File: src/rtl/hd63701_ccr_unit.sv
// HD63701 condition-code register stage.
// Latches ALU flags under a per-flag mask, owns the I bit and its
// post-CLI IRQ hold-off counter, evaluates Bcc conditions and gates
// interrupt requests toward the sequencer.
// Optional NMI edge capture is built only when HD63701_CCR_NMI_EN is defined.
module hd63701_ccr_unit #(
  parameter logic [2:0] IRQ_DELAY = 3'd1,
  parameter logic [7:0] RESET_CCR = 8'hD0
) (
  input  logic       CLKx2,
  input  logic       RST,
  input  logic       EN,
  input  logic [5:0] alu_rc,
  input  logic [5:0] ccr_mask,
  input  logic       ccr_ld,
  input  logic [7:0] ccr_din,
  input  logic       set_i,
  input  logic       clr_i,
  input  logic       bcc_req,
  input  logic [3:0] bcc_cond,
  output logic       bcc_taken,
  output logic       bcc_valid,
  input  logic       irq_in,
  output logic       irq_take,
  input  logic       int_ack,
  input  logic       nmi_in,
  output logic       nmi_take,
  output logic [7:0] ccr
);

  logic [7:0] ccr_q, ccr_d;
  logic [2:0] cnt_q, cnt_d;
  logic       irq_take_q, irq_take_d;
  logic       bcc_taken_q, bcc_taken_d;
  logic       bcc_valid_q, bcc_valid_d;
  logic       nmi_pend_q, nmi_pend_d;

  // Branch condition from {N,Z,V,C}; odd opcodes are the inverse of the even ones.
  function automatic logic bccEval(input logic [3:0] cond, input logic [7:0] cc);
    logic n, z, v, c, r;
    n = cc[3];
    z = cc[2];
    v = cc[1];
    c = cc[0];
    case (cond[3:1])
      3'd0:    r = 1'b1;
      3'd1:    r = ~(c | z);
      3'd2:    r = ~c;
      3'd3:    r = ~z;
      3'd4:    r = ~v;
      3'd5:    r = ~n;
      3'd6:    r = ~(n ^ v);
      default: r = ~(z | (n ^ v));
    endcase
    return r ^ cond[0];
  endfunction

  // Next CCR: a whole load beats flag/I updates; set_i beats clr_i.
  always_comb begin
    ccr_d = ccr_q;
    if (EN) begin
      if (ccr_ld) begin
        ccr_d = ccr_din | 8'hC0;
      end else begin
        if (ccr_mask[5]) ccr_d[5] = alu_rc[5];
        if (ccr_mask[3]) ccr_d[3] = alu_rc[3];
        if (ccr_mask[2]) ccr_d[2] = alu_rc[2];
        if (ccr_mask[1]) ccr_d[1] = alu_rc[1];
        if (ccr_mask[0]) ccr_d[0] = alu_rc[0];
        if (set_i)       ccr_d[4] = 1'b1;
        else if (clr_i)  ccr_d[4] = 1'b0;
      end
    end
  end

  // Hold-off counter: reloads only on a real I 1->0 transition, cleared while I is set.
  always_comb begin
    cnt_d = cnt_q;
    if (EN) begin
      if (ccr_d[4])            cnt_d = 3'd0;
      else if (ccr_q[4])       cnt_d = IRQ_DELAY;
      else if (cnt_q != 3'd0)  cnt_d = cnt_q - 3'd1;
    end
  end

  // IRQ decision and branch result, both evaluated only on enabled microsteps.
  always_comb begin
    irq_take_d  = irq_take_q;
    bcc_taken_d = bcc_taken_q;
    bcc_valid_d = EN & bcc_req;
    if (EN) begin
      irq_take_d = irq_in & ~ccr_d[4] & (cnt_d == 3'd0) & ~nmi_pend_d;
      if (bcc_req) bcc_taken_d = bccEval(bcc_cond, ccr_q);
    end
  end

  // Main state register.
  always_ff @(posedge CLKx2 or posedge RST) begin
    if (RST) begin
      ccr_q       <= RESET_CCR | 8'hC0;
      cnt_q       <= 3'd0;
      irq_take_q  <= 1'b0;
      bcc_taken_q <= 1'b0;
      bcc_valid_q <= 1'b0;
    end else begin
      ccr_q       <= ccr_d;
      cnt_q       <= cnt_d;
      irq_take_q  <= irq_take_d;
      bcc_taken_q <= bcc_taken_d;
      bcc_valid_q <= bcc_valid_d;
    end
  end

`ifdef HD63701_CCR_NMI_EN
  logic nmi_prev_q;
  logic unused_ok;
  assign unused_ok = ^{alu_rc[4], ccr_mask[4]};

  // A fresh NMI edge outranks an acknowledge landing in the same cycle.
  always_comb begin
    nmi_pend_d = nmi_pend_q;
    if (nmi_in & ~nmi_prev_q)  nmi_pend_d = 1'b1;
    else if (EN & int_ack)     nmi_pend_d = 1'b0;
  end

  // NMI edge detector runs every clock, regardless of EN.
  always_ff @(posedge CLKx2 or posedge RST) begin
    if (RST) begin
      nmi_prev_q <= 1'b0;
      nmi_pend_q <= 1'b0;
    end else begin
      nmi_prev_q <= nmi_in;
      nmi_pend_q <= nmi_pend_d;
    end
  end
`else
  logic unused_ok;
  assign unused_ok  = ^{alu_rc[4], ccr_mask[4], nmi_in, int_ack};
  assign nmi_pend_q = 1'b0;
  assign nmi_pend_d = 1'b0;
`endif

  assign ccr       = ccr_q;
  assign bcc_taken = bcc_taken_q;
  assign bcc_valid = bcc_valid_q;
  assign irq_take  = irq_take_q & ~nmi_pend_q;
  assign nmi_take  = nmi_pend_q;

endmodule

File: config.mk
export PLATFORM = sky130hd
export DESIGN_NAME = hd63701_ccr_unit
export DESIGN_NICKNAME = d
export VERILOG_FILES = /design/src/rtl/hd63701_ccr_unit.sv
export SDC_FILE = /design/constraint.sdc
export NUM_CORES = 1
export LEC_CHECK = 0
export CORE_UTILIZATION = 30
export CTS_CLUSTER_DIAMETER = 40
export DETAILED_ROUTE_END_ITERATION = 10
export PLACE_DENSITY = 0.68
export SLEW_MARGIN = 20
export SYNTH_ARGS = -nofsm -noshare
export SYNTH_HDL_FRONTEND = slang
export SYNTH_SLANG_ARGS = --single-unit
export TNS_END_PERCENT = 5
File: constraint.sdc
create_clock -name CLKx2 -period 1.6 [get_ports CLKx2]
set_input_delay 0.32 -clock CLKx2 [delete_from_list [all_inputs] [get_ports CLKx2]]
set_output_delay 0.32 -clock CLKx2 [all_outputs]
set_load 0.02 [all_outputs]
* Word level (Yosys, flattened, before mapping) *
Cells that the tools add are included.

word-level totals
  bits in latches = 0
  bits in writable memories = 0
  memories = 0
  logic and storage cells = 62
  bits in read-only memories = 0
  register bits = 12

operators by class
  muxes and demuxes = 16
  bitwise logic cells = 15
  eq/ne operators = 6
  reductions and logical operators = 14
  multiply operators = 0
  order comparisons = 0
  div/mod/pow operators = 0
  $add $sub $neg = 1
  shift-type cells = 0

operator list
  kind                 number
  $mux 3               4
  $reduce_and 2->1     6
  $reduce_bool 2->1    5
  $eq 3x3->1 const B   3
  $mux 1               9
  $not 1->1            8
  $pmux 1 s7           1
  $eq 3x2->1 const B   2
  $logic_not 3->1      2
  $mux 6               1
  $mux 5               1
  $and 1x1->1          3
  $eq 3x1->1 const B   1
  $reduce_bool 3->1    1
  $sub 3x1->3 const B  1
  $or 1x1->1           2
  $xor 1x1->1          2

* Longest topological paths before layout *
Gate-level depths: netlist of the first run.

  word-level depth = 8
  gate-level depth with buffers = 6

* Worst setup path before layout of the first run *
No wires, ideal clock.

  path type = register to register
  start point = register cnt_q[0]
  end point = register irq_take_q (netlist: irq_take)
  buffers on the path = 0
  path slack = 0.017 ns
  clock period less this slack = 1.583 ns
  library setup time = 0.135 ns
  cell stages (with the launch flop) = 7
  arrival = 1.448 ns
  required time = 1.465 ns
  cell sequence = dfrtp_1 -> inv_1 -> ha_1 -> or3b_2 -> a211oi_2 -> or3_1 -> o32ai_2

on the way
  cells in the longest elaborated chain, start to end = 7
  elaborated cells on any way between the ends = 8

ends and longest elaborated chain
  element                                                  line  source
  start: declaration                                       32    logic [2:0] cnt_q, cnt_d;
  start signal: assignment                                 107   cnt_q <= cnt_d;
  $sub 3x1->3 / $reduce_bool 3->1 (equally long branches)  82    else if (cnt_q != 3'd0) cnt_d = cnt_q - 3'd1;
  $mux 3                                                   82
  $mux 3                                                   81    else if (ccr_q[4]) cnt_d = IRQ_DELAY;
  $mux 3                                                   80    if (ccr_d[4]) cnt_d = 3'd0;
  $mux 3 *                                                 79    if (EN) begin
  $logic_not 3->1 *                                        92    irq_take_d = irq_in & ~ccr_d[4] & (cnt_d == 3'd0) & ~nmi_pend_d;
  $and 1x1->1 *                                            92
  end signal: assignment                                   108   irq_take_q <= irq_take_d;
  end: declaration                                         33    logic irq_take_q, irq_take_d;

Mark *: on every way between the ends. The rest lies on a longest branch, timed or not.
A chain may end at the register's enable or synchronous reset.

* Worst setup path in the final report of the first run *
Ends and elaborated chain as after synthesis.

==> results_dict.tcl, run 1 <==
set metrics [dict create \
    root_buffer "clkbuf_4" \
    nets 171 \
    avgSynthCellArea_sq_um 9.01 \
    grt_use_total_pct 14.6 \
    cts.sinks 12 \
    die-width_um 53.7 \
    rows 18 \
    clk_pin_slew_ns 0.08 \
    htreeDepth 1 \
    ys_ff_latch 12 \
    yosysTopAreaCell "dfrtp_1" \
    cp-start-kind "flop" \
    dr.pass1.iters 3 \
    syn_area_sq_um 802 \
    overflow 0 \
    gp_congestion 0.898 \
    pre_cts_slack_ns -0.276 \
    grt_pass1_wl_um 2920 \
    min_period_ns 1.58 \
    vias 798 \
    start_util_pct 32.1 \
    cts-buffers-inserted 3 \
    tns_ns 0 \
    synth_cell_types 38 \
    io_pins 46 \
    wl_per_cell_um 12.4 \
    ys_seq_area_share_pct 37.6 \
    setup_ws_ns 0.0244 \
    synthTopCellsByCount "13 x nand2_1, 11 x dfrtp_1, 6 x inv_1, 6 x o21ai_0, 4 x nand2b_1" \
    via_per_inst 4.87 \
    design.core.area_sq_um 2500 \
    drive_gt1_share_pct 23.1 \
    clockBufferDepth 2 \
    design.die.area_sq_um 2880 \
    drt-initial-drc-count 6 \
    path_class "flop to flop" \
    status "complete, no violations" \
    io_buffers 36 \
    synth_flop_cell "dfrtp_1" \
    synth_top_area_share_pct 34.3 \
    yosysMostFrequentCell "nand2_1" \
    ir_drop_mv 0.450 \
    synthTopCellsByArea "dfrtp_1 34%, nand2_1 6.1%, o21ai_0 3.7%" \
    crit_fanout 3 \
    hold_buffers 0 \
    drcViolationCount 0 \
    hold_viol 0 \
    hpwl_um 1570 \
    synth_cells 89 \
    cp-end-kind "flop" \
    yosys_warnings 0 \
    final_cells 164 \
    fin_worst_skew_ns 0.00175 \
    leakagePower_nw 0.598 \
    grt_antenna_before_repair 0 \
    final-setup-viol-count 0 \
    area_growth_pct 63.3 \
    maxSlewViolCount 0 \
    drtAntennaViolNets 0 \
    cts_tree "built" \
    critPathArrivalTime_ns 1.73 \
    fin_util_pct 52.4 \
    dp_cells 158 \
    hold_path_class "primary input to async pin" \
    grt_pass1_vias 681 \
    rsz0062_at_grt "yes" \
    routed_wirelength_um 2030 \
    clk_latency_ns 0.28 \
    n_antenna_cell 0 \
    maxCapViolCount 0 \
    dieHeight_um 53.7 \
    fmax_mhz 635 \
    synthArstFlopShare_pct 100 \
    min_period_over_period_pct 98.5 \
    grt_max_degree 13 \
    synth_edf_count 0 \
    power.density_nw_per_um2 803 \
    cp.required_ns 1.76 \
]
[through the flow]
step | cell area (sq um) | hold WS [ns] | total power, mW
6_report | 1310 | 0.342 | 1.05
5_1_grt | 1310 | 0.413 | 1.13
4_1_cts | 1250 | 0.361 | 1.01
3_5_place_dp | 1220 | 0.502 | 0.778
3_3_place_gp | 1220 | 0.484 | 0.768
2_1_floorplan | 806 | 0.184 | 0.593
[placed cells by master (no fill, tap or decap), drive strengths merged]
| master | count |
|---|---|
| clkdlybuf4s50 | 29 |
| nand3b | 2 |
| o2bb2ai | 1 |
| inv | 7 |
| and3 | 1 |
| a211oi | 2 |
| dlymetal6s2s | 2 |
| o211ai | 2 |
| nor2 | 2 |
| clkbuf | 4 |
| nor4 | 1 |
| ha | 2 |
| o22ai | 2 |
| a2bb2oi | 1 |
| nor4bb | 2 |
| nand2b | 4 |
| o32ai | 1 |
| nand2 | 13 |
| a211o | 1 |
| or3b | 1 |
| nor3 | 1 |
| a22o | 3 |
| nor3b | 1 |
| a221oi | 1 |
| conb | 3 |
| dfrtp | 11 |
| dfstp | 1 |
| nor2b | 1 |
| nand3 | 3 |
| a21oi | 2 |
| mux2 | 3 |
| or3 | 1 |
| o21ai | 6 |
| buf | 10 |
| a21o | 1 |
| o41ai | 1 |
| dlygate4sd2 | 5 |
[logic make-up (layout without fill, tap and decap cells)]
kind of cell	Yosys count	after routing	synth area share (%)
AND/OR/NAND/NOR	33	33	22.2
AO/OA/AOI/OAI	24	24	22.8
buffers and inverters	13	57	8.74
flip-flops	12	12	37.6
multiplexers	3	3	4.68
adder cells (fa/ha/maj)	2	2	3.12
other	2	3	0.936
[critical path, stage by stage (launching register included)]
cell      delay, ns
dfrtp_1        0.37
inv_2          0.06
ha_2           0.19
or3b_4         0.37
a211oi_2       0.24
or3_1          0.16
o32ai_2        0.07
[timing repair]
item	in CTS	in global routing
pin swaps	0	2
resized for setup	5	12
endpoints found under the setup margin	6	5
setup buffers	0	2
[layout make-up]
class                      instances  area [sq um]
fill                             248          1190
multi-input combinational         65           474
tap                               30          37.5
inverter                           7          26.3
sequential                        12           302
timing repair buffer              46           434
clock buffer                       4          36.3
[where the power goes]
part | switching [mW] | internal (mW) | total, mW
Combinational | 0.193 | 0.231 | 0.424
Sequential | 0.0375 | 0.346 | 0.384
Clock | 0.106 | 0.138 | 0.244
[flip-flops by register name (all words and copies together) (netlist names)]
name / cells
ccr: 6
cnt_q: 3
bcc_valid: 1
irq_take: 1
bcc_taken: 1
[path summary, 6_finish.rpt]
check	start	endpoint	slack, ns	depth (start not counted)
min in group CLKx2	bcc_taken$_DFFE_PP0P_	bcc_taken$_DFFE_PP0P_	0.51	2
min	RST	bcc_taken$_DFFE_PP0P_	0.34	2
min reg2reg	bcc_taken$_DFFE_PP0P_	bcc_taken$_DFFE_PP0P_	0.51	2
max reg2reg	cnt_q[0]$_DFF_PP0_	irq_take$_DFFE_PP0P_	0.02	6
max in group asynchronous	RST	ccr[4]$_DFF_PP1_	0.93	2
max	cnt_q[0]$_DFF_PP0_	irq_take$_DFFE_PP0P_	0.02	6
[per-layer routing]
metal,global-route usage (%),vias to the layer above,share of wire (%)
li1,-,401,-
met1,19.2,366,44
met2,21.6,27,48
met3,4.52,4,7.0
met4,6.58,0,1.1
met5,0,-,0
(Power assumes the default switching activity.)
==> inputs of run 2 (changes only) <==
--- a/config.mk
+++ b/config.mk
@@ -5,10 +5,13 @@
 export SDC_FILE = /design/constraint.sdc
 export NUM_CORES = 1
 export LEC_CHECK = 0
-export CORE_UTILIZATION = 30
+export CELL_PAD_IN_SITES_DETAIL_PLACEMENT = 1
+export CELL_PAD_IN_SITES_GLOBAL_PLACEMENT = 1
+export CORE_MARGIN = 3
+export CORE_UTILIZATION = 23
 export CTS_CLUSTER_DIAMETER = 40
 export DETAILED_ROUTE_END_ITERATION = 10
-export PLACE_DENSITY = 0.68
+export PLACE_DENSITY_LB_ADDON = 0.1
 export SLEW_MARGIN = 20
 export SYNTH_ARGS = -nofsm -noshare
 export SYNTH_HDL_FRONTEND = slang
==> results_dict.tcl, run 2 (synthesis results as in run 1) <==
set metrics [dict create \
    dr.pass1.iters 3 \
    crit_buf_inv 1 \
    leakagePower_nw 0.582 \
    cts-buffers-inserted 3 \
    hold_buffers 0 \
    grt-busiest-layer "met2" \
    critPathMaxStageDelay_ns 0.36 \
    power.density_nw_per_um2 762 \
    hold_viol 0 \
    grt_antenna_before_repair 0 \
    status "complete, no violations" \
    setup_ws_ns 0.0197 \
    via_per_inst 4.53 \
    final_cell_mix "29 x clkdlybuf4s50_1, 13 x nand2_1, 11 x dfrtp_1, 11 x buf_4, 6 x o21ai_0" \
    whs_ns 0.364 \
    cts_tree "built" \
    fillCellCount 394 \
    cp-end-kind "flop" \
    drt-initial-drc-count 7 \
    crit_chain "inv_2, ha_2, or3b_4, a211oi_2, or3_1, o32ai_2" \
    design.die.area_sq_um 4230 \
    hpwl_um 1860 \
    maxSlewViolCount 0 \
    gr-usage-met1_pct 13.2 \
    cp_slowest_cell "dfrtp_1" \
    finalInstanceArea_sq_um 1310 \
    io_pins 46 \
    ir_drop_mv 0.298 \
    wl_per_cell_um 12.4 \
    path_class "flop to flop" \
    n_antenna_cell 0 \
    final_cells 179 \
    min_period_over_period_pct 98.8 \
    io_buffers 36 \
    fmax_mhz 633 \
    htreeDepth 1 \
    drtAntennaViolNets 0 \
    nets 172 \
    rsz0062_at_grt "yes" \
    placed_cell_area_sq_um 1240 \
    gp_congestion 0.773 \
    design.core.area_sq_um 3180 \
    cts.sinks 12 \
    root_buffer "clkbuf_4" \
    critPathArrivalTime_ns 1.73 \
    cp.required_ns 1.75 \
    cpLargestDelayFamily "simple AND/OR/NAND/NOR gates" \
    hold_path_class "primary input to async pin" \
    overflow 0 \
    fin_worst_skew_ns 0.00210 \
    final-setup-viol-count 0 \
    grt_use_total_pct 11.1 \
    clk_pin_slew_ns 0.07 \
    dp_cells 173 \
    power_uw 998 \
    grt_pass1_wl_um 3660 \
    grt_pass1_vias 827 \
    min_period_ns 1.58 \
    final_common_cell "clkdlybuf4s50_1" \
    pre_cts_slack_ns -0.295 \
    clockBufferDepth 2 \
    maxCapViolCount 0 \
    drcViolationCount 0 \
    area_growth_pct 63.2 \
    die-width_um 65.1 \
    rows 20 \
    vias 810 \
    crit_fanout 3 \
    clk_latency_ns 0.27 \
    grt_max_degree 13 \
    largest_reg_flops 6 \
    dieHeight_um 65.1 \
    cp-start-kind "flop" \
    grt_use_met3_pct 2.25 \
    grt_use_met2_pct 18.8 \
    start_util_pct 25.2 \
    drive_gt1_share_pct 20.7 \
    routed_wirelength_um 2230 \
]
-- run 2: cell types whose count changed in the layout (fill, tap and decap cells not counted), sizes merged --
cell	delta
buf	+1
-- run 2: what timing repair did --
action                                  4_1_cts  5_1_grt
endpoints found under the setup margin        6        4
gates resized for setup                       5        9
pin swaps                                     0        2
buffers inserted                              0        2
-- run 2: worst register-to-register path, stage by stage, from the launching register on --
cell      delay (ns)
dfrtp_1         0.36
inv_2           0.06
ha_2            0.19
or3b_4          0.36
a211oi_2        0.27
or3_1           0.15
o32ai_2         0.07
-- run 2: report_power, final --
group	total (mW)	switching (mW)	leakage [nW]	internal (mW)
registers	0.383	0.0367	0.149	0.347
clock network	0.198	0.101	0.0150	0.0966
logic	0.417	0.189	0.418	0.228
total	0.998	0.327	0.582	0.671
-- run 2: area by class of cell --
type	instances	area, sq um	area share (%)
repair buffers	47	442	33.7
flip-flops and latches	12	302	23.0
clock buffers	4	26.3	2.01
inverters	7	26.3	2.01
multi-input cells	65	458	35.0
well taps	44	55.1	4.21
-- run 2: through the flow --
stage	TNS, ns	util, %
after floorplan	0	-
after global placement	-0.487	39.2
after detailed placement	-0.681	39.2
after CTS	-0.0894	39.8
after global routing	-0.0768	41.2
final	0	41.2
-- run 2: path summary, 6_finish.rpt --
path	slack [ns]	cells past startpoint	startpoint	endpoint
max	0.02	6	cnt_q[0]$_DFF_PP0_	irq_take$_DFFE_PP0P_
min	0.36	2	RST	ccr[0]$_DFFE_PP0P_
max reg2reg	0.02	6	cnt_q[0]$_DFF_PP0_	irq_take$_DFFE_PP0P_
min reg2reg	0.52	2	bcc_taken$_DFFE_PP0P_	bcc_taken$_DFFE_PP0P_
max in group asynchronous	0.89	2	RST	ccr[4]$_DFF_PP1_
min in group CLKx2	0.52	2	bcc_taken$_DFFE_PP0P_	bcc_taken$_DFFE_PP0P_
-- run 2: metal layers --
metal / up-vias / wire length (um)
met5: - / 0
met4: 0 / 43
met3: 4 / 112
met2: 22 / 1060
met1: 377 / 1010
li1: 407 / -
==> inputs of run 3 (changes only) <==
==> constraint.sdc (replaced) <==
create_clock -name CLKx2 -period 1.6 [get_ports CLKx2]
set_input_delay 0.32 -clock CLKx2 [delete_from_list [all_inputs] [get_ports CLKx2]]
set_output_delay 0.32 -clock CLKx2 [all_outputs]
set_load 0.05 [all_outputs]
==> results_dict.tcl, run 3 (synthesis results as in run 1) <==
set metrics [dict create \
    p_clk_share_pct 20.3 \
    whs_ns 0.356 \
    fmax_mhz 638 \
    rsz0062_at_grt "yes" \
    hold_path_class "primary input to async pin" \
    ir_drop_mv 0.313 \
    dp_cells 174 \
    critPathMaxStageDelay_ns 0.37 \
    die-width_um 65.1 \
    clockBufferDepth 2 \
    fin_worst_skew_ns 0.00268 \
    cts-buffers-inserted 3 \
    drtAntennaViolNets 0 \
    crit_fanout 3 \
    grt_pass1_wl_um 4350 \
    gr-usage-met1_pct 17.1 \
    path_class "flop to flop" \
    rr_startpoint "cnt_q[0]$_DFF_PP0_" \
    drive_gt1_share_pct 32.1 \
    crit_chain "inv_2, ha_2, or3b_4, a211oi_2, or3_1, o32ai_2" \
    leakagePower_nw 0.619 \
    p_int_uw 774 \
    p_comb_share_pct 46.9 \
    hpwl_um 2070 \
    routed_wirelength_um 2630 \
    p_switching_uw 449 \
    overflow 0 \
    final_cells 181 \
    status "complete, no violations" \
    n_antenna_cell 0 \
    fin_util_pct 44.1 \
    dr.pass1.iters 4 \
    final_cell_mix "26 x clkdlybuf4s50_1, 17 x buf_4, 13 x nand2_1, 11 x dfrtp_1, 6 x o21ai_0" \
    setup_ws_ns 0.0316 \
    hold_buffers 0 \
    rows 20 \
    root_buffer "clkbuf_4" \
    cp-start-kind "flop" \
    final_common_cell "clkdlybuf4s50_1" \
    pre_cts_slack_ns -0.348 \
    maxSlewViolCount 0 \
    min_period_ns 1.57 \
    power.density_nw_per_um2 874 \
    area_growth_pct 74.6 \
    cp-end-kind "flop" \
    grt_use_met2_pct 23.2 \
    cts_tree "built" \
    io_buffers 36 \
    cp.required_ns 1.75 \
    critPathArrivalTime_ns 1.72 \
    drt-initial-drc-count 12 \
    grt_use_total_pct 13.5 \
    dieHeight_um 65.1 \
    vias 844 \
    design.core.area_sq_um 3180 \
    maxCapViolCount 0 \
    nets 174 \
    cts.sinks 12 \
    wl_per_cell_um 14.5 \
    clk_pin_slew_ns 0.08 \
    design.die.area_sq_um 4230 \
    grt_max_degree 13 \
    final-setup-viol-count 0 \
    io_pins 46 \
    r2r_slack_ns 0.03 \
    grt_antenna_before_repair 0 \
    htreeDepth 1 \
    start_util_pct 25.2 \
    sequentialPowerShare_pct 32.7 \
    ff2ff_path_depth 6 \
    grt_use_met3_pct 1.56 \
    gp_congestion 0.722 \
    grt-busiest-layer "met2" \
    largest_reg_flops 6 \
    drcViolationCount 0 \
    cp_slowest_cell "dfrtp_1" \
    via_per_inst 4.66 \
    clk_latency_ns 0.27 \
    grt_pass1_vias 883 \
    min_period_over_period_pct 98.0 \
    power_mw 1.22 \
    hold_viol 0 \
    power.share.switching_pct 36.7 \
    timing.rr.end "irq_take$_DFFE_PP0P_" \
]
==> run 3: cell count changes in the layout (fill, tap and decap cells not counted), sizes merged <==
cell and change:
dlymetal6s2s -2, buf +11, clkdlybuf4s50 -3, dlygate4sd2 -4
==> run 3: metal layers <==
layer  vias to the layer above  routed length (um)  share of wire, %
li1                        409                   -                 -
met1                       414                1130                43
met2                        19                1370                52
met3                         2                 105               4.0
met4                         0                  30               1.1
met5                         -                   0                 0
==> run 3: worst max-delay path by stage <==
| stage | to | startpoint | slack (ns) | depth (start not counted) |
|---|---|---|---|---|
| CTS | irq_take$_DFFE_PP0P_ | cnt_q[0]$_DFF_PP0_ | 0.009 | 6 |
| finish | irq_take$_DFFE_PP0P_ | cnt_q[0]$_DFF_PP0_ | 0.03 | 6 |
| detailed placement | irq_take$_DFFE_PP0P_ | ccr_ld | -0.35 | 5 |
| floorplan | irq_take$_DFFE_PP0P_ | cnt_q[0]$_DFF_PP0_ | 0.02 | 6 |
| global placement | irq_take$_DFFE_PP0P_ | ccr_ld | -0.27 | 5 |
| global route | irq_take$_DFFE_PP0P_ | cnt_q[0]$_DFF_PP0_ | -0.05 | 6 |
==> run 3: stage by stage <==
step	setup TNS, ns	cell area, sq um
final	0	1400
after floorplan	0	806
after global routing	-0.0467	1400
after global placement	-0.570	1290
after CTS	0	1380
after detailed placement	-0.964	1290
==> run 3: timing repair <==
action / 4_1_cts / 5_1_grt
gates cloned: 0 / 0
endpoints found under the setup margin: 1 / 2
endpoints found under the hold margin: 0 / 0
buffers inserted: 3 / 0
pin swaps: 2 / 2
gates resized for setup: 9 / 4
==> run 3: power groups by stage <==
stage / logic, mW / registers, mW / clock network, mW
after floorplan: 0.180 / 0.490 / 0
after global placement: 0.501 / 0.399 / 0
after detailed placement: 0.516 / 0.401 / 0
after CTS: 0.562 / 0.399 / 0.251
after global routing: 0.620 / 0.409 / 0.270
final: 0.574 / 0.400 / 0.249
==> run 3: worst max-delay path: cells and delay by family, from the launching register on <==
kind / cells / cell delay (ns)
simple gates: 2 / 0.52
flops: 1 / 0.37
compound gates: 2 / 0.29
fa+ha+maj: 1 / 0.20
buf+inv: 1 / 0.06
==> run 3: cell type report <==
cell class / instances / area (sq um)
inverters: 7 / 26.3
repair buffers: 49 / 497
clock buffers: 4 / 36.3
well taps: 44 / 55.1
fillers: 388 / 1780
flip-flops and latches: 12 / 302
multi-input cells: 65 / 484
